==> src/rtl/reaction_pkg.sv <==
// Shared types and constants for the reaction-timer stimulus stage.
package reaction_pkg;

  typedef enum logic [1:0] {
    StIdle  = 2'd0,
    StWait  = 2'd1,
    StLed   = 2'd2,
    StFalse = 2'd3
  } state_e;

  localparam logic [15:0] LFSR_TAPS         = 16'hB400;
  localparam logic [15:0] DEFAULT_LFSR_SEED = 16'hACE1;
  localparam int unsigned TIMEOUT_MS        = 4095;

  // One step of the right-shifting Galois LFSR.
  function automatic logic [15:0] lfsr_next(input logic [15:0] cur);
    lfsr_next = {1'b0, cur[15:1]} ^ (cur[0] ? LFSR_TAPS : 16'h0000);
  endfunction

endpackage

==> src/rtl/reaction_stimulus_gen_if.sv <==
// Handshake bundle between the stimulus stage and its neighbours.
// REACTION_STIM_TIMEOUT_EN adds the timeout strobe.
interface reaction_stimulus_gen_if;
  logic start;
  logic button;
  logic led_on;
  logic led_rise;
  logic busy;
  logic false_start;
`ifdef REACTION_STIM_TIMEOUT_EN
  logic timeout;

  modport master (
    output start, button,
    input  led_on, led_rise, busy, false_start, timeout
  );
  modport slave (
    input  start, button,
    output led_on, led_rise, busy, false_start, timeout
  );
`else
  modport master (
    output start, button,
    input  led_on, led_rise, busy, false_start
  );
  modport slave (
    input  start, button,
    output led_on, led_rise, busy, false_start
  );
`endif
endinterface

==> src/rtl/reaction_lfsr.sv <==
// Free-running 16-bit Galois LFSR; recovers from the all-zero state by reloading the seed.
module reaction_lfsr
  import reaction_pkg::*;
#(
  parameter logic [15:0] SEED  = DEFAULT_LFSR_SEED,
  parameter int unsigned OUT_W = 16
) (
  input  logic             clk,
  input  logic             rst,
  input  logic             en,
  output logic [OUT_W-1:0] value
);

  logic [15:0] lfsr_q, lfsr_d;

  // Next value: advance when enabled, escape the lock-up state.
  always_comb begin
    lfsr_d = lfsr_q;
    if (en) begin
      lfsr_d = (lfsr_q == 16'h0000) ? SEED : lfsr_next(lfsr_q);
    end
  end

  // State register with synchronous reset to the seed.
  always_ff @(posedge clk) begin
    if (rst) lfsr_q <= SEED;
    else     lfsr_q <= lfsr_d;
  end

  assign value = lfsr_q[OUT_W-1:0];

endmodule

==> src/rtl/reaction_stimulus_gen.sv <==
// Reaction-timer stimulus: random delay after start, then LED until press.
// REACTION_STIM_TIMEOUT_EN: abandon an unanswered LED after TIMEOUT_MS ms.
module reaction_stimulus_gen
  import reaction_pkg::*;
#(
  parameter int unsigned TICK_DIV     = 10000,
  parameter int unsigned MIN_DELAY_MS = 1000,
  parameter int unsigned RAND_BITS    = 11,
  parameter logic [15:0] LFSR_SEED    = DEFAULT_LFSR_SEED
) (
  input logic                     clk,
  input logic                     rst,
  reaction_stimulus_gen_if.slave  bus
);

  localparam int unsigned DCW = $clog2(MIN_DELAY_MS + 2 ** RAND_BITS);
  localparam int unsigned PW  = $clog2(TICK_DIV);

  state_e               state_q, state_d;
  logic [PW-1:0]        presc_q, presc_d;
  logic [DCW-1:0]       delay_q, delay_d;
  logic                 led_on_q, led_on_d;
  logic                 led_rise_q, led_rise_d;
  logic                 busy_q, busy_d;
  logic                 fs_q, fs_d;
  logic [RAND_BITS-1:0] rand_val;
  logic                 ms_tick;
`ifdef REACTION_STIM_TIMEOUT_EN
  logic [11:0]          to_cnt_q, to_cnt_d;
  logic                 timeout_q, timeout_d;
`endif

  reaction_lfsr #(
    .SEED  (LFSR_SEED),
    .OUT_W (RAND_BITS)
  ) u_lfsr (
    .clk   (clk),
    .rst   (rst),
    .en    (1'b1),
    .value (rand_val)
  );

  assign ms_tick = (presc_q == PW'(TICK_DIV - 1));

  // Next-state, counters and registered-output decode.
  always_comb begin
    state_d = state_q;
    delay_d = delay_q;
    fs_d    = fs_q;
    presc_d = ms_tick ? '0 : presc_q + PW'(1);
`ifdef REACTION_STIM_TIMEOUT_EN
    to_cnt_d  = to_cnt_q;
    timeout_d = 1'b0;
`endif
    case (state_q)
      StIdle, StFalse: begin
        if (bus.start) begin
          if (bus.button) begin
            state_d = StFalse;
            fs_d    = 1'b1;
          end else begin
            // Delay uses the LFSR value present in the start cycle.
            delay_d = DCW'(MIN_DELAY_MS) + DCW'(rand_val);
            fs_d    = 1'b0;
            presc_d = '0;
            state_d = StWait;
          end
        end
      end
      StWait: begin
        // A press beats a coincident tick.
        if (bus.button) begin
          state_d = StFalse;
          fs_d    = 1'b1;
        end else if (ms_tick) begin
          if (delay_q == DCW'(1)) begin
            state_d = StLed;
`ifdef REACTION_STIM_TIMEOUT_EN
            to_cnt_d = '0;
`endif
          end else begin
            delay_d = delay_q - DCW'(1);
          end
        end
      end
      StLed: begin
        if (bus.button) begin
          state_d = StIdle;
        end
`ifdef REACTION_STIM_TIMEOUT_EN
        else if (ms_tick) begin
          if (to_cnt_q == 12'(TIMEOUT_MS - 1)) begin
            state_d   = StIdle;
            timeout_d = 1'b1;
          end else begin
            to_cnt_d = to_cnt_q + 12'd1;
          end
        end
`endif
      end
      default: state_d = StIdle;
    endcase

    led_on_d   = (state_d == StLed);
    busy_d     = (state_d == StWait) || (state_d == StLed);
    led_rise_d = (state_d == StLed) && (state_q != StLed);
  end

  // State and output registers, synchronous active-high reset.
  always_ff @(posedge clk) begin
    if (rst) begin
      state_q    <= StIdle;
      presc_q    <= '0;
      delay_q    <= '0;
      led_on_q   <= 1'b0;
      led_rise_q <= 1'b0;
      busy_q     <= 1'b0;
      fs_q       <= 1'b0;
`ifdef REACTION_STIM_TIMEOUT_EN
      to_cnt_q   <= '0;
      timeout_q  <= 1'b0;
`endif
    end else begin
      state_q    <= state_d;
      presc_q    <= presc_d;
      delay_q    <= delay_d;
      led_on_q   <= led_on_d;
      led_rise_q <= led_rise_d;
      busy_q     <= busy_d;
      fs_q       <= fs_d;
`ifdef REACTION_STIM_TIMEOUT_EN
      to_cnt_q   <= to_cnt_d;
      timeout_q  <= timeout_d;
`endif
    end
  end

  assign bus.led_on      = led_on_q;
  assign bus.led_rise    = led_rise_q;
  assign bus.busy        = busy_q;
  assign bus.false_start = fs_q;
`ifdef REACTION_STIM_TIMEOUT_EN
  assign bus.timeout     = timeout_q;
`endif

endmodule
==> src/flat_wrapper.sv <==
// flat-port wrapper written by rule: the top's interface ports become plain ports
module reaction_stimulus_gen_flat import reaction_pkg::*;
#(
  parameter int unsigned TICK_DIV     = 10000,
  parameter int unsigned MIN_DELAY_MS = 1000,
  parameter int unsigned RAND_BITS    = 11,
  parameter logic [15:0] LFSR_SEED    = DEFAULT_LFSR_SEED
)
  (clk, rst, bus_start, bus_button, bus_led_on, bus_led_rise, bus_busy, bus_false_start);
  reaction_stimulus_gen_if bus_i ();
  input logic clk;
  input logic rst;
  input wire logic [$bits(bus_i.start)-1:0] bus_start;
  input wire logic [$bits(bus_i.button)-1:0] bus_button;
  output wire logic [$bits(bus_i.led_on)-1:0] bus_led_on;
  output wire logic [$bits(bus_i.led_rise)-1:0] bus_led_rise;
  output wire logic [$bits(bus_i.busy)-1:0] bus_busy;
  output wire logic [$bits(bus_i.false_start)-1:0] bus_false_start;
  assign bus_i.start = bus_start;
  assign bus_i.button = bus_button;
  assign bus_led_on = bus_i.led_on;
  assign bus_led_rise = bus_i.led_rise;
  assign bus_busy = bus_i.busy;
  assign bus_false_start = bus_i.false_start;
  reaction_stimulus_gen #(.TICK_DIV(TICK_DIV), .MIN_DELAY_MS(MIN_DELAY_MS), .RAND_BITS(RAND_BITS), .LFSR_SEED(LFSR_SEED)) u_core (.clk(clk), .rst(rst), .bus(bus_i));
endmodule
==> config.mk <==
export PLATFORM = sky130hd
export DESIGN_NAME = reaction_stimulus_gen_flat
export DESIGN_NICKNAME = d
export VERILOG_FILES = /design/src/rtl/reaction_pkg.sv /design/src/rtl/reaction_stimulus_gen_if.sv /design/src/rtl/reaction_lfsr.sv /design/src/rtl/reaction_stimulus_gen.sv /design/src/flat_wrapper.sv
export SDC_FILE = /design/constraint.sdc
export NUM_CORES = 1
export LEC_CHECK = 0
export CELL_PAD_IN_SITES_DETAIL_PLACEMENT = 1
export CELL_PAD_IN_SITES_GLOBAL_PLACEMENT = 1
export CORE_ASPECT_RATIO = 0.7
export CORE_UTILIZATION = 40
export DETAILED_ROUTE_END_ITERATION = 8
export PLACE_DENSITY = 0.77
export SYNTH_ARGS = -nofsm -noshare
export SYNTH_HDL_FRONTEND = slang
export SYNTH_SLANG_ARGS = --single-unit
==> constraint.sdc <==
create_clock -name clk -period 2.61 [get_ports clk]
set_clock_uncertainty 0.05 [all_clocks]
set_input_delay 0.522 -clock clk [delete_from_list [all_inputs] [get_ports clk]]
set_output_delay 0.522 -clock clk [all_outputs]
set_load 0.05 [all_outputs]
Yosys cells after proc, flatten, opt, wreduce, memory -nomap -nowiden
Cells that the tools add are included.

cells by class
  reductions and logical operators = 9
  bitwise logic cells = 1
  muxes and demuxes = 22
  equality and inequality tests = 14
  add/sub/neg operators = 3

operator list
  cell                    count
  $mux 12                 5
  $mux 14                 4
  $pmux 12 s2             1
  $logic_not 16->1        1
  $mux 16                 1
  $xor 15x16->16          1
  $add 14x1->14 const B   1
  $eq 14x14->1 const B    1
  $add 10x11->12 const A  1
  $eq 12x1->1 const B     1
  $mux 2                  6
  $ne 2x2->1 const B      6
  $sub 12x1->12 const B   1
  $eq 2x2->1 const B      3
  $pmux 2 s3              1
  $reduce_and 6->1        1
  $eq 2x1->1 const B      2
  $reduce_or 2->1         2
  $mux 1                  3
  $reduce_and 3->1        1
  $logic_not 2->1         1
  $ne 2x1->1 const B      1
  $pmux 1 s2              1
  $reduce_bool 2->1       1
  other kinds (2)         2

word-level totals
  bits of input ports = 4
  output and inout bits = 4
  bits in registers = 48

Longest topological paths before layout
Gate-level depths: netlist (run 1).

  word-level depth = 7
  depth in mapped cells = 10
  mapped depth without buffers = 10

Cells and area by module
Synthesis (run 1) repeated with hierarchy kept, for this count alone.

second synthesis, totals
  cell total of the unflattened synthesis = 292
  area, all modules = 2572.5 um^2

by module, submodules not included
  module                 instances  sequential area each (um^2)  cells an instance  area each (um^2)
  reaction_stimulus_gen  1          640.6                        227                1868.0
  reaction_lfsr          1          320.3                        65                 704.4

Worst setup path before layout (run 1)
Ideal clock, no wire load.

  kind = reg-to-reg
  from = reg u_core.presc_q[0]
  to = reg u_core.led_rise_q, in the netlist u_core.bus.led_rise
  clock period less this slack = 1.904 ns
  cell stages (with the launch flop) = 11
  required time = 2.446 ns
  path slack = 0.706 ns
  arrival time = 1.741 ns
  setup time = 0.114 ns
  cells stage by stage = dfxtp_1 ha_1 and3_1 and4_1 buf_4 a21oi_1 o21bai_1 a21oi_1 ha_1 nor2b_1 nor2b_1

between the ends
  cells in the longest elaborated chain, start to end = 6

ends and longest elaborated chain
  element                    line                          RTL
  start, declared            reaction_stimulus_gen.sv:20   logic [PW-1:0] presc_q, presc_d;
  start signal, assigned     reaction_stimulus_gen.sv:125  presc_q <= presc_d;
  $eq 14x14->1               reaction_stimulus_gen.sv:43   assign ms_tick = (presc_q == PW'(TICK_DIV - 1));
  $mux 2                     reaction_stimulus_gen.sv:75   end else if (ms_tick) begin
  $mux 2                     reaction_stimulus_gen.sv:72   if (bus.button) begin
  $pmux 2 s3                 reaction_stimulus_gen.sv:55   case (state_q)
  $eq 2x2->1                 n/a
  named net u_core.led_on_d  reaction_stimulus_gen.sv:22   logic led_on_q, led_on_d;
  $logic_and 1x1->1          reaction_stimulus_gen.sv:106  led_rise_d = (state_d == StLed) && (state_q != StLed);
  end signal, assigned       reaction_stimulus_gen.sv:128  led_rise_q <= led_rise_d;
  end, declared              reaction_stimulus_gen.sv:23   logic led_rise_q, led_rise_d;

The timed path passes the listed nets, and every way through them passes these cells.
A chain may end at the register's enable or synchronous reset.

Final worst setup path (run 1)
  from = reg u_core.delay_q[0]
  to = reg u_core.led_rise_q, in the netlist u_core.bus.led_rise

between the ends
  cells in the longest elaborated chain, start to end = 7

ends and longest elaborated chain
  element                      line                          RTL
  start, declared              reaction_stimulus_gen.sv:21   logic [DCW-1:0] delay_q, delay_d;
  start signal, assigned       reaction_stimulus_gen.sv:126  delay_q <= delay_d;
  $eq 12x1->1                  reaction_stimulus_gen.sv:76   if (delay_q == DCW'(1)) begin
  $mux 2                       reaction_stimulus_gen.sv:76
  $mux 2                       reaction_stimulus_gen.sv:75
  $mux 2                       reaction_stimulus_gen.sv:72
  $pmux 2 s3                   reaction_stimulus_gen.sv:55
  named net u_core.state_d[1]  reaction_stimulus_gen.sv:19   state_e state_q, state_d;
  $eq 2x2->1                   n/a
  named net u_core.led_on_d    reaction_stimulus_gen.sv:22
  $logic_and 1x1->1            reaction_stimulus_gen.sv:106

The timed path passes the listed nets, and every way through them passes these cells.

==> results of run 1 <==
stage by stage:
step / instances / hold slack [ns] / setup WS, ns / area, µm²
floorplan: 268 / 0.362 / 0.706 / 2350
CTS: 350 / 0.408 / 0.293 / 2630
global route: 350 / 0.432 / 0.0965 / 2630
finish: 350 / 0.402 / 0.323 / 2630
global placement: 342 / 0.376 / 0.293 / 2510
detailed placement: 342 / 0.385 / 0.229 / 2510
kinds of logic after synthesis:
| family | synth area share (%) |
|---|---|
| simple gates | 25.0 |
| flops | 40.8 |
| buf+inv | 4.41 |
| fa+ha+maj | 3.72 |
| xor+xnor | 7.07 |
| compound gates | 18.1 |
| mux | 0.851 |
area by class of cell:
cell class | count | area, µm²
inverter | 10 | 37.5
tap | 72 | 90.1
clock inverter | 2 | 38.8
timing repair buffer | 15 | 130
clock buffer | 6 | 82.6
sequential | 48 | 961
multi-input combinational | 197 | 1290
fill | 664 | 2820
per-layer routing:
layer,vias up,GRT usage [%]
met5,-,0
met3,11,4.37
li1,960,-
met1,939,30.4
met2,36,30.7
met4,0,5.38
layout by cell type, fill, tap and decap left out, types with 3 or more instances in the layout:
master                            count
sky130_fd_sc_hd__a211o_1              3
sky130_fd_sc_hd__a211oi_1             3
sky130_fd_sc_hd__a21oi_1             19
sky130_fd_sc_hd__a31oi_1              4
sky130_fd_sc_hd__and2_1               5
sky130_fd_sc_hd__and3_1               5
sky130_fd_sc_hd__buf_4                8
sky130_fd_sc_hd__clkbuf_8             6
sky130_fd_sc_hd__clkdlybuf4s50_1      7
sky130_fd_sc_hd__dfxtp_1             48
sky130_fd_sc_hd__ha_1                 7
sky130_fd_sc_hd__inv_1               10
sky130_fd_sc_hd__nand2_1             17
sky130_fd_sc_hd__nand2b_1            10
sky130_fd_sc_hd__nand3_1              6
sky130_fd_sc_hd__nand4_1              3
sky130_fd_sc_hd__nor2_1              27
sky130_fd_sc_hd__nor2b_1             10
sky130_fd_sc_hd__nor3_1               6
sky130_fd_sc_hd__o21ai_0             11
sky130_fd_sc_hd__o22ai_1              3
sky130_fd_sc_hd__o32ai_1              3
sky130_fd_sc_hd__or3_1                4
sky130_fd_sc_hd__xnor2_1             11
sky130_fd_sc_hd__xor2_1               8
synth_stat cells (7+ instances only):
library cell / n
sky130_fd_sc_hd__dfxtp_1: 48
sky130_fd_sc_hd__xnor2_1: 11
sky130_fd_sc_hd__nand2b_1: 10
sky130_fd_sc_hd__nor2b_1: 10
sky130_fd_sc_hd__nand2_1: 17
sky130_fd_sc_hd__ha_1: 7
sky130_fd_sc_hd__a21oi_1: 19
sky130_fd_sc_hd__xor2_1: 8
sky130_fd_sc_hd__o21ai_0: 11
sky130_fd_sc_hd__inv_1: 10
sky130_fd_sc_hd__nor2_1: 27
registers in the layout, summed over array words and instances, names as in the netlist:
signal,flops
u_core.bus.busy,1
u_core.bus.false_start,1
u_core.bus.led_on,1
u_core.bus.led_rise,1
u_core.delay_q,12
u_core.presc_q,14
u_core.state_q,2
u_core.u_lfsr.lfsr_q,16
worst paths after layout:
kind	end	slack (ns)	cells past startpoint
worst min register to register	u_core.u_lfsr.lfsr_q[11]	0.40	1
worst max-delay path	u_core.bus.led_rise	0.32	8
worst min-delay path	u_core.u_lfsr.lfsr_q[11]	0.40	1
worst max register to register	u_core.bus.led_rise	0.32	8
worst reg2reg max path: stages, from the launching register on:
cell,delay [ns]
sky130_fd_sc_hd__dfxtp_1,0.44
sky130_fd_sc_hd__ha_1,0.18
sky130_fd_sc_hd__nor4b_1,0.34
sky130_fd_sc_hd__and3_1,0.29
sky130_fd_sc_hd__a211oi_1,0.10
sky130_fd_sc_hd__a211oi_1,0.33
sky130_fd_sc_hd__ha_1,0.21
sky130_fd_sc_hd__nor2b_1,0.15
sky130_fd_sc_hd__nor2b_1,0.13
power by group:
group	leakage (µW)	total (µW)	switching, µW	internal (µW)
clock network	0.0000614	582	269	314
registers	0.000394	928	99.2	829
logic	0.000494	997	603	394
total	0.000949	2510	971	1540
==> flow_metrics.py, run 1 <==
metrics = {
    "drt": {
        "detailedRoute.firstPassIterationCount": 5,
        "met3WireLength_um": 240,
        "wire_per_inst_um": 16.0,
        "detailed_route_wl_mm": 5.61,
        "drtAntennaViolNets": 0,
        "drt_first_iter_violations": 94,
        "via_count": 1946,
        "drt-met1-wl_mm": 3.03,
        "wl_met2_mm": 2.26,
        "drc_errors": 0,
        "routed.top_layer": "met4",
        "routed_via_density": 5.56,
    },
    "floorplanning": {
        "die_footprint_um2": 6200,
        "floorplan.core_area_um2": 5450,
        "floorplan.die.height_um": 66.2,
        "floorplan.io_pins": 8,
        "rows": 22,
        "x_dimension_of_the_die_um": 93.7,
        "initial_utilization_pct": 43.2,
    },
    "yosys": {
        "synthesis.instances": 268,
        "netlist.top_cell.by_area": "sky130_fd_sc_hd__dfxtp_1",
        "yosysWarningCount": 0,
        "synth_seq_cells": 48,
        "synth_nets": 279,
        "synth_edf_count": 0,
        "synth-async-reset-ratio_pct": 0,
        "netlist-cell-type-count": 51,
        "synthTopCellsByArea": "sky130_fd_sc_hd__dfxtp_1 (41%), sky130_fd_sc_hd__nor2_1 (4.3%), sky130_fd_sc_hd__xnor2_1 (4.1%)",
        "synth_seq_area_share_pct": 40.8,
        "portion_of_synthesized_cell_area_occupied_by_the_leading_cell_type_pct": 40.8,
        "postSynth.topFlopCell": "sky130_fd_sc_hd__dfxtp_1",
        "synth_area_per_cell_um2": 8.78,
        "synth_area_um2": 2350,
    },
    "worst_setup_path": {
        "worst-setup-path-type": "flop to flop",
        "critical_path.top_delay_family": "simple AND/OR/NAND/NOR gates",
        "critical_path.cell_chain": "ha_1, nor4b_1, and3_1, a211oi_1, a211oi_1, ha_1, nor2b_1, nor2b_1",
        "timing.critical_path.from_type": "flop",
        "worstPathRequired_ns": 2.81,
        "critPathLaunch": "u_core.delay_q[0]",
        "worst-path-buf-inv": 0,
        "critical_path.max_stage_delay_ns": 0.44,
        "critical_path_peak_fanout": 6,
        "endpoint_kind": "flop",
        "timing.critical_path.slowest_stage_cell": "sky130_fd_sc_hd__dfxtp_1",
        "cp.arrival_ns": 2.49,
        "worstReg2RegStart": "u_core.delay_q[0]",
    },
    "timing": {
        "fin_setup_tns_ns": 0,
        "finalMaxSlewViolations": 0,
        "final-hold-violation-count": 0,
        "finalCritPeriodShare_pct": 87.6,
        "timing.slew.headroom_pct": 58.6,
        "minimum_clock_period_ns": 2.29,
        "worst_pin_slew_ns": 0.617,
        "final-setup-viol-count": 0,
        "grt_setup_unrepaired": "false",
        "max_freq_ghz": 0.437,
    },
    "clock_network": {
        "clk_latency_worst_skew_pair_ns": 0.31,
        "cts.repair.resized": 0,
        "tritoncts": "done",
        "path_clk_slew_ns": 0.10,
        "post_cts_hold_buffer_count": 0,
        "numCtsBuffers": 5,
        "clock_sink_count": 48,
        "post_cts_buffers": 0,
        "ctsHtreeMaxLevel": 2,
        "buffer_depth_of_the_longest_clock_path": 2,
        "cts_root_buf": "sky130_fd_sc_hd__clkbuf_8",
    },
    "pwr": {
        "total_power_uw": 2510,
        "total_leakage_power_uw": 0.000949,
        "irDropWorstVdd_mv": 0.498,
        "pwr_density_cell_nw_per_um2": 954,
    },
    "finish": {
        "synthToLayoutAreaGrowth_pct": 11.7,
        "final_core_utilization_pct": 48.2,
        "layout.nets": 288,
        "insertedDiodeCount": 0,
        "drive_gt1_share_pct": 9.71,
    },
    "global_route": {
        "global_route.usage.total_pct": 20.8,
        "grt_antenna_before_repair": 0,
        "first_pass_grt_wire_length_mm": 9.89,
        "gr-total-overflow": 0,
        "grt_start_max_net_pins": 22,
        "vias_in_the_first_global_route": 1969,
    },
    "worst_hold_path": {
        "holdCritStartpoint": "u_core.u_lfsr.lfsr_q[12]",
        "hold_class": "flop to flop",
    },
    "placed_design": {
        "gp_congestion": 0.824,
        "detailedPlacementHpwl_mm": 3.96,
        "placement.io_buffers": 7,
    },
    "status": {
        "outcome": "finished clean",
    },
    "job": {
        "drv.max_cap_violation_count": 0,
    },
}
Power figures use the tool's default switching activity.
==> run 2, diff against run 1 <==
--- a/config.mk
+++ b/config.mk
@@ -8,9 +8,9 @@
 export CELL_PAD_IN_SITES_DETAIL_PLACEMENT = 1
 export CELL_PAD_IN_SITES_GLOBAL_PLACEMENT = 1
 export CORE_ASPECT_RATIO = 0.7
-export CORE_UTILIZATION = 40
+export CORE_UTILIZATION = 46
 export DETAILED_ROUTE_END_ITERATION = 8
-export PLACE_DENSITY = 0.77
+export PLACE_DENSITY = 0.86
 export SYNTH_ARGS = -nofsm -noshare
 export SYNTH_HDL_FRONTEND = slang
 export SYNTH_SLANG_ARGS = --single-unit
==> flow_metrics.py, run 2 (same netlist as run 1, synthesis figures left out) <==
metrics = {
    "timing": {
        "final-hold-violation-count": 0,
        "grt_setup_unrepaired": "false",
        "finalMaxSlewViolations": 0,
        "worst_slack_ns": 0.275,
        "timing.slew.headroom_pct": 50.1,
        "worst_pin_slew_ns": 0.743,
        "fin_setup_tns_ns": 0,
        "minimum_clock_period_ns": 2.34,
        "max_freq_ghz": 0.428,
        "finalCritPeriodShare_pct": 89.5,
        "final-setup-viol-count": 0,
    },
    "floorplanning": {
        "floorplan.die.height_um": 61.8,
        "x_dimension_of_the_die_um": 87.5,
        "floorplan.io_pins": 8,
        "floorplan.core_area_um2": 4860,
        "die_footprint_um2": 5410,
        "initial_utilization_pct": 48.4,
        "rows": 21,
    },
    "placed_design": {
        "gp_congestion": 0.803,
        "placement.io_buffers": 7,
        "placed_area_um2": 2500,
        "detailedPlacementHpwl_mm": 4.07,
        "placement.setup.worst_slack_ns": 0.205,
    },
    "clock_network": {
        "buffer_depth_of_the_longest_clock_path": 2,
        "clk_latency_worst_skew_pair_ns": 0.31,
        "cts.repair.resized": 0,
        "post_cts_buffers": 0,
        "numCtsBuffers": 5,
        "path_clk_slew_ns": 0.10,
        "cts_root_buf": "sky130_fd_sc_hd__clkbuf_8",
        "post_cts_hold_buffer_count": 0,
        "ctsHtreeMaxLevel": 2,
        "clock_sink_count": 48,
        "tritoncts": "done",
    },
    "worst_setup_path": {
        "critPathLaunch": "u_core.delay_q[0]",
        "worst-setup-path-type": "flop to flop",
        "worstPathRequired_ns": 2.81,
        "ff2ff_path_depth": 9,
        "endpoint_kind": "flop",
        "cp.arrival_ns": 2.54,
        "timing.critical_path.from_type": "flop",
        "critical_path_peak_fanout": 6,
        "worstReg2RegStart": "u_core.delay_q[0]",
        "worst_r2r_endpoint": "u_core.bus.led_rise",
        "timing.reg2reg.setup_slack_ns": 0.27,
    },
    "drt": {
        "drtAntennaViolNets": 0,
        "drt_first_iter_violations": 99,
        "via_count": 1941,
        "wire_per_inst_um": 16.2,
        "detailedRoute.firstPassIterationCount": 4,
        "drc_errors": 0,
        "detailed_route_wl_mm": 5.61,
        "routed_via_density": 5.61,
    },
    "worst_hold_path": {
        "worst_hold_path.endpoint": "u_core.u_lfsr.lfsr_q[11]",
        "min_path_cells": 1,
        "holdCritStartpoint": "u_core.u_lfsr.lfsr_q[12]",
        "hold_class": "flop to flop",
    },
    "pwr": {
        "total_power_uw": 2480,
        "total_leakage_power_uw": 0.000945,
        "pwr_density_cell_nw_per_um2": 948,
        "irDropWorstVdd_mv": 0.649,
    },
    "global_route": {
        "global_route.usage.total_pct": 23.0,
        "grt_antenna_before_repair": 0,
        "first_pass_grt_wire_length_mm": 9.37,
        "gr-total-overflow": 0,
        "grt_start_max_net_pins": 29,
        "vias_in_the_first_global_route": 1896,
    },
    "finish": {
        "synthToLayoutAreaGrowth_pct": 11.2,
        "layout.nets": 287,
        "top_register": "u_core.u_lfsr.lfsr_q",
        "insertedDiodeCount": 0,
        "finish.instance_area_um2": 2620,
        "layout.cells.most_common": "sky130_fd_sc_hd__dfxtp_1",
        "drive_gt1_share_pct": 9.39,
        "final_core_utilization_pct": 53.8,
        "largest_register_ffs": 16,
        "mostFrequentLayoutCells": "sky130_fd_sc_hd__dfxtp_1 (48), sky130_fd_sc_hd__nor2_1 (27), sky130_fd_sc_hd__a21oi_1 (19)",
        "layout_top_registers": "u_core.u_lfsr.lfsr_q (16), u_core.presc_q (14), u_core.delay_q (12)",
    },
    "job": {
        "drv.max_cap_violation_count": 0,
    },
    "status": {
        "outcome": "finished clean",
    },
}
-- run 2: cell types whose count changed in the layout (fill, tap and decap cells not counted) --
cell | before | now
sky130_fd_sc_hd__buf_4 | 8 | 7
-- run 2: cell type report --
| class | count | area [µm²] |
|---|---|---|
| Clock buffer | 6 | 82.6 |
| Sequential cell | 48 | 961 |
| Clock inverter | 2 | 38.8 |
| Fill cell | 579 | 2240 |
| Inverter | 10 | 37.5 |
| Timing Repair Buffer | 14 | 123 |
| Multi-Input combinational cell | 197 | 1290 |
| Tap cell | 69 | 86.3 |
-- run 2: critical path, cell delays in order (launching register included) --
cell                       delay, ns
sky130_fd_sc_hd__dfxtp_1        0.45
sky130_fd_sc_hd__ha_1           0.18
sky130_fd_sc_hd__nor4b_1        0.34
sky130_fd_sc_hd__and3_1         0.29
sky130_fd_sc_hd__a21oi_1        0.09
sky130_fd_sc_hd__o21bai_1       0.19
sky130_fd_sc_hd__a21oi_1        0.22
sky130_fd_sc_hd__ha_1           0.17
sky130_fd_sc_hd__nor2b_1        0.16
sky130_fd_sc_hd__nor2b_1        0.14
-- run 2: per-stage QoR --
| step | hold WS [ns] | std cells |
|---|---|---|
| after floorplan | 0.362 | 268 |
| after global placement | 0.380 | 338 |
| after detailed placement | 0.384 | 338 |
| after CTS | 0.407 | 346 |
| after global routing | 0.435 | 346 |
| final | 0.402 | 346 |
-- run 2: power breakdown --
part	switching [µW]	internal, µW	total [µW]
clock	262	314	575
combinational	607	372	979
sequential	98.6	829	927
-- run 2: per-layer routing --
| metal | vias to the layer above | GRT usage, % | share of wire [%] |
|---|---|---|---|
| li1 | 964 | - | - |
| met1 | 933 | 33.9 | 53 |
| met2 | 38 | 33.9 | 41 |
| met3 | 6 | 4.23 | 4.7 |
| met4 | 0 | 7.96 | 0.96 |
| met5 | - | 0 | 0 |
-- run 2: worst max path at each step --
stage,cells past startpoint,end,slack (ns)
global route,9,u_core.bus.led_rise,0.16
floorplan,10,u_core.bus.led_rise,0.71
detailed placement,6,u_core.delay_q[0],0.21
finish,9,u_core.bus.led_rise,0.27
global placement,6,u_core.delay_q[0],0.30
CTS,9,u_core.bus.led_rise,0.33
==> run 3, diff against run 2 <==
--- a/config.mk
+++ b/config.mk
@@ -8,8 +8,10 @@
 export CELL_PAD_IN_SITES_DETAIL_PLACEMENT = 1
 export CELL_PAD_IN_SITES_GLOBAL_PLACEMENT = 1
 export CORE_ASPECT_RATIO = 0.7
-export CORE_UTILIZATION = 46
+export CORE_UTILIZATION = 48
+export CTS_CLUSTER_DIAMETER = 50
 export DETAILED_ROUTE_END_ITERATION = 8
+export DONT_BUFFER_PORTS = 1
 export PLACE_DENSITY = 0.86
 export SYNTH_ARGS = -nofsm -noshare
 export SYNTH_HDL_FRONTEND = slang
==> flow_metrics.py, run 3 (same netlist as run 1, synthesis figures left out) <==
metrics = {
    "drt": {
        "detailed_route_wl_mm": 5.27,
        "routed_via_density": 5.60,
        "drt_first_iter_violations": 130,
        "wire_per_inst_um": 15.8,
        "via_count": 1872,
        "detailedRoute.firstPassIterationCount": 4,
        "drc_errors": 0,
        "drtAntennaViolNets": 0,
    },
    "timing": {
        "worst_slack_ns": 0.328,
        "final-hold-violation-count": 0,
        "max_freq_ghz": 0.438,
        "timing.slew.headroom_pct": 51.0,
        "finalCritPeriodShare_pct": 87.4,
        "worst_pin_slew_ns": 0.734,
        "grt_setup_unrepaired": "false",
        "finalMaxSlewViolations": 0,
        "minimum_clock_period_ns": 2.28,
        "fin_setup_tns_ns": 0,
        "final-setup-viol-count": 0,
    },
    "floorplanning": {
        "floorplan.die.height_um": 60.6,
        "floorplan.core_area_um2": 4530,
        "floorplan.io_pins": 8,
        "initial_utilization_pct": 52.0,
        "rows": 20,
        "die_footprint_um2": 5190,
        "x_dimension_of_the_die_um": 85.7,
    },
    "worst_setup_path": {
        "cp.arrival_ns": 2.47,
        "ff2ff_path_depth": 8,
        "timing.reg2reg.setup_slack_ns": 0.33,
        "worst_r2r_endpoint": "u_core.bus.led_rise",
        "worstPathRequired_ns": 2.80,
        "worstReg2RegStart": "u_core.presc_q[0]",
        "worst-setup-path-type": "flop to flop",
        "timing.critical_path.from_type": "flop",
        "critical_path_peak_fanout": 6,
        "endpoint_kind": "flop",
    },
    "placed_design": {
        "gp_congestion": 0.773,
        "placement.io_buffers": 0,
        "placed_area_um2": 2410,
        "placement.setup.worst_slack_ns": 0.348,
        "detailedPlacementHpwl_mm": 3.76,
    },
    "pwr": {
        "sequentialPowerShare_pct": 41.1,
        "power.share.combinational_pct": 36.4,
        "irDropWorstVdd_mv": 0.350,
        "total_leakage_power_uw": 0.000903,
        "pwr_density_cell_nw_per_um2": 955,
        "netSwitchingPower_uw": 937,
        "pwr-share-clk_pct": 22.4,
        "total_power_uw": 2410,
        "p_int_uw": 1470,
        "switching_share_pct": 39.0,
    },
    "global_route": {
        "first_pass_grt_wire_length_mm": 8.98,
        "grt_antenna_before_repair": 0,
        "vias_in_the_first_global_route": 1848,
        "grt_start_max_net_pins": 24,
        "gr-total-overflow": 0,
        "global_route.usage.total_pct": 22.6,
    },
    "finish": {
        "top_register": "u_core.u_lfsr.lfsr_q",
        "layout.cells.most_common": "sky130_fd_sc_hd__dfxtp_1",
        "synthToLayoutAreaGrowth_pct": 7.02,
        "finish.instance_area_um2": 2520,
        "drive_gt1_share_pct": 8.96,
        "layout.nets": 278,
        "insertedDiodeCount": 0,
        "largest_register_ffs": 16,
        "layout.filler_cells": 564,
        "layout_top_registers": "u_core.u_lfsr.lfsr_q (16), u_core.presc_q (14), u_core.delay_q (12)",
        "mostFrequentLayoutCells": "sky130_fd_sc_hd__dfxtp_1 (48), sky130_fd_sc_hd__nor2_1 (27), sky130_fd_sc_hd__a21oi_1 (19)",
    },
    "clock_network": {
        "buffer_depth_of_the_longest_clock_path": 2,
        "post_cts_hold_buffer_count": 0,
        "tritoncts": "done",
        "path_clk_slew_ns": 0.09,
        "numCtsBuffers": 5,
        "post_cts_buffers": 0,
        "cts.repair.resized": 0,
        "cts_root_buf": "sky130_fd_sc_hd__clkbuf_8",
        "ctsHtreeMaxLevel": 2,
        "clk_latency_worst_skew_pair_ns": 0.30,
        "clock_sink_count": 48,
    },
    "worst_hold_path": {
        "hold_class": "primary input to flop",
        "holdCritStartpoint": "rst",
        "min_path_cells": 1,
        "worst_hold_path.endpoint": "u_core.delay_q[8]",
    },
    "status": {
        "outcome": "finished clean",
    },
    "job": {
        "drv.max_cap_violation_count": 0,
    },
}
run 3: cell count changes in the layout (fill, tap and decap cells not counted):
cell,delta
sky130_fd_sc_hd__buf_4,-2
sky130_fd_sc_hd__clkbuf_8,-1
sky130_fd_sc_hd__clkdlybuf4s50_1,-7
sky130_fd_sc_hd__clkinv_2,+1
sky130_fd_sc_hd__clkinv_4,-1
sky130_fd_sc_hd__clkinvlp_4,+1
run 3: power by group through the flow:
stage	logic [µW]	registers (µW)	clock network, µW
3_3_place_gp	818	1000	0
4_1_cts	870	989	552
2_1_floorplan	665	978	0
6_report	876	989	540
3_5_place_dp	858	1010	0
5_1_grt	972	1010	591
run 3: routing by layer:
layer / vias to the layer above / GRT usage, % / wire [µm]
met4: 0 / 6.43 / 37
met3: 5 / 4.63 / 151
met2: 22 / 37.1 / 2380
met1: 904 / 30.7 / 2700
met5: - / 0 / 0
li1: 941 / - / -
run 3: final cells by class:
class,instances,area [µm²],share of cell area [%]
inverter,10,37.5,1.49
timing repair buffer,5,37.5,1.49
clock buffer,5,68.8,2.73
clock inverter,3,42.5,1.69
multi-input combinational,197,1290,51.2
sequential,48,961,38.2
tap,66,82.6,3.28
run 3: how the worst max path moves through the flow:
stage	startpoint	end	slack [ns]	cells after the start
floorplan	u_core.presc_q[0]	u_core.bus.led_rise	0.71	10
global placement	u_core.presc_q[0]	u_core.bus.led_rise	0.50	8
detailed placement	u_core.presc_q[0]	u_core.bus.led_rise	0.35	8
CTS	u_core.presc_q[0]	u_core.bus.led_rise	0.34	8
global route	u_core.delay_q[0]	u_core.bus.led_rise	0.17	8
finish	u_core.presc_q[0]	u_core.bus.led_rise	0.33	8
run 3: worst max-delay path, cell delays in order (launching register included):
cell and delay [ns]:
sky130_fd_sc_hd__dfxtp_1 0.36, sky130_fd_sc_hd__ha_1 0.19, sky130_fd_sc_hd__and3_1 0.25, sky130_fd_sc_hd__and4_1 0.39, sky130_fd_sc_hd__a211oi_1 0.12, sky130_fd_sc_hd__a211oi_1 0.37, sky130_fd_sc_hd__ha_1 0.21, sky130_fd_sc_hd__nor2b_1 0.15
sky130_fd_sc_hd__nor2b_1 0.14
run 3: per-stage QoR:
step | hold WS (ns) | util, % | std cells
global placement | 0.380 | 53.1 | 326
detailed placement | 0.388 | 53.1 | 326
global route | 0.202 | 55.6 | 334
finish | 0.224 | 55.6 | 334
floorplan | 0.362 | - | 268
CTS | 0.212 | 55.6 | 334
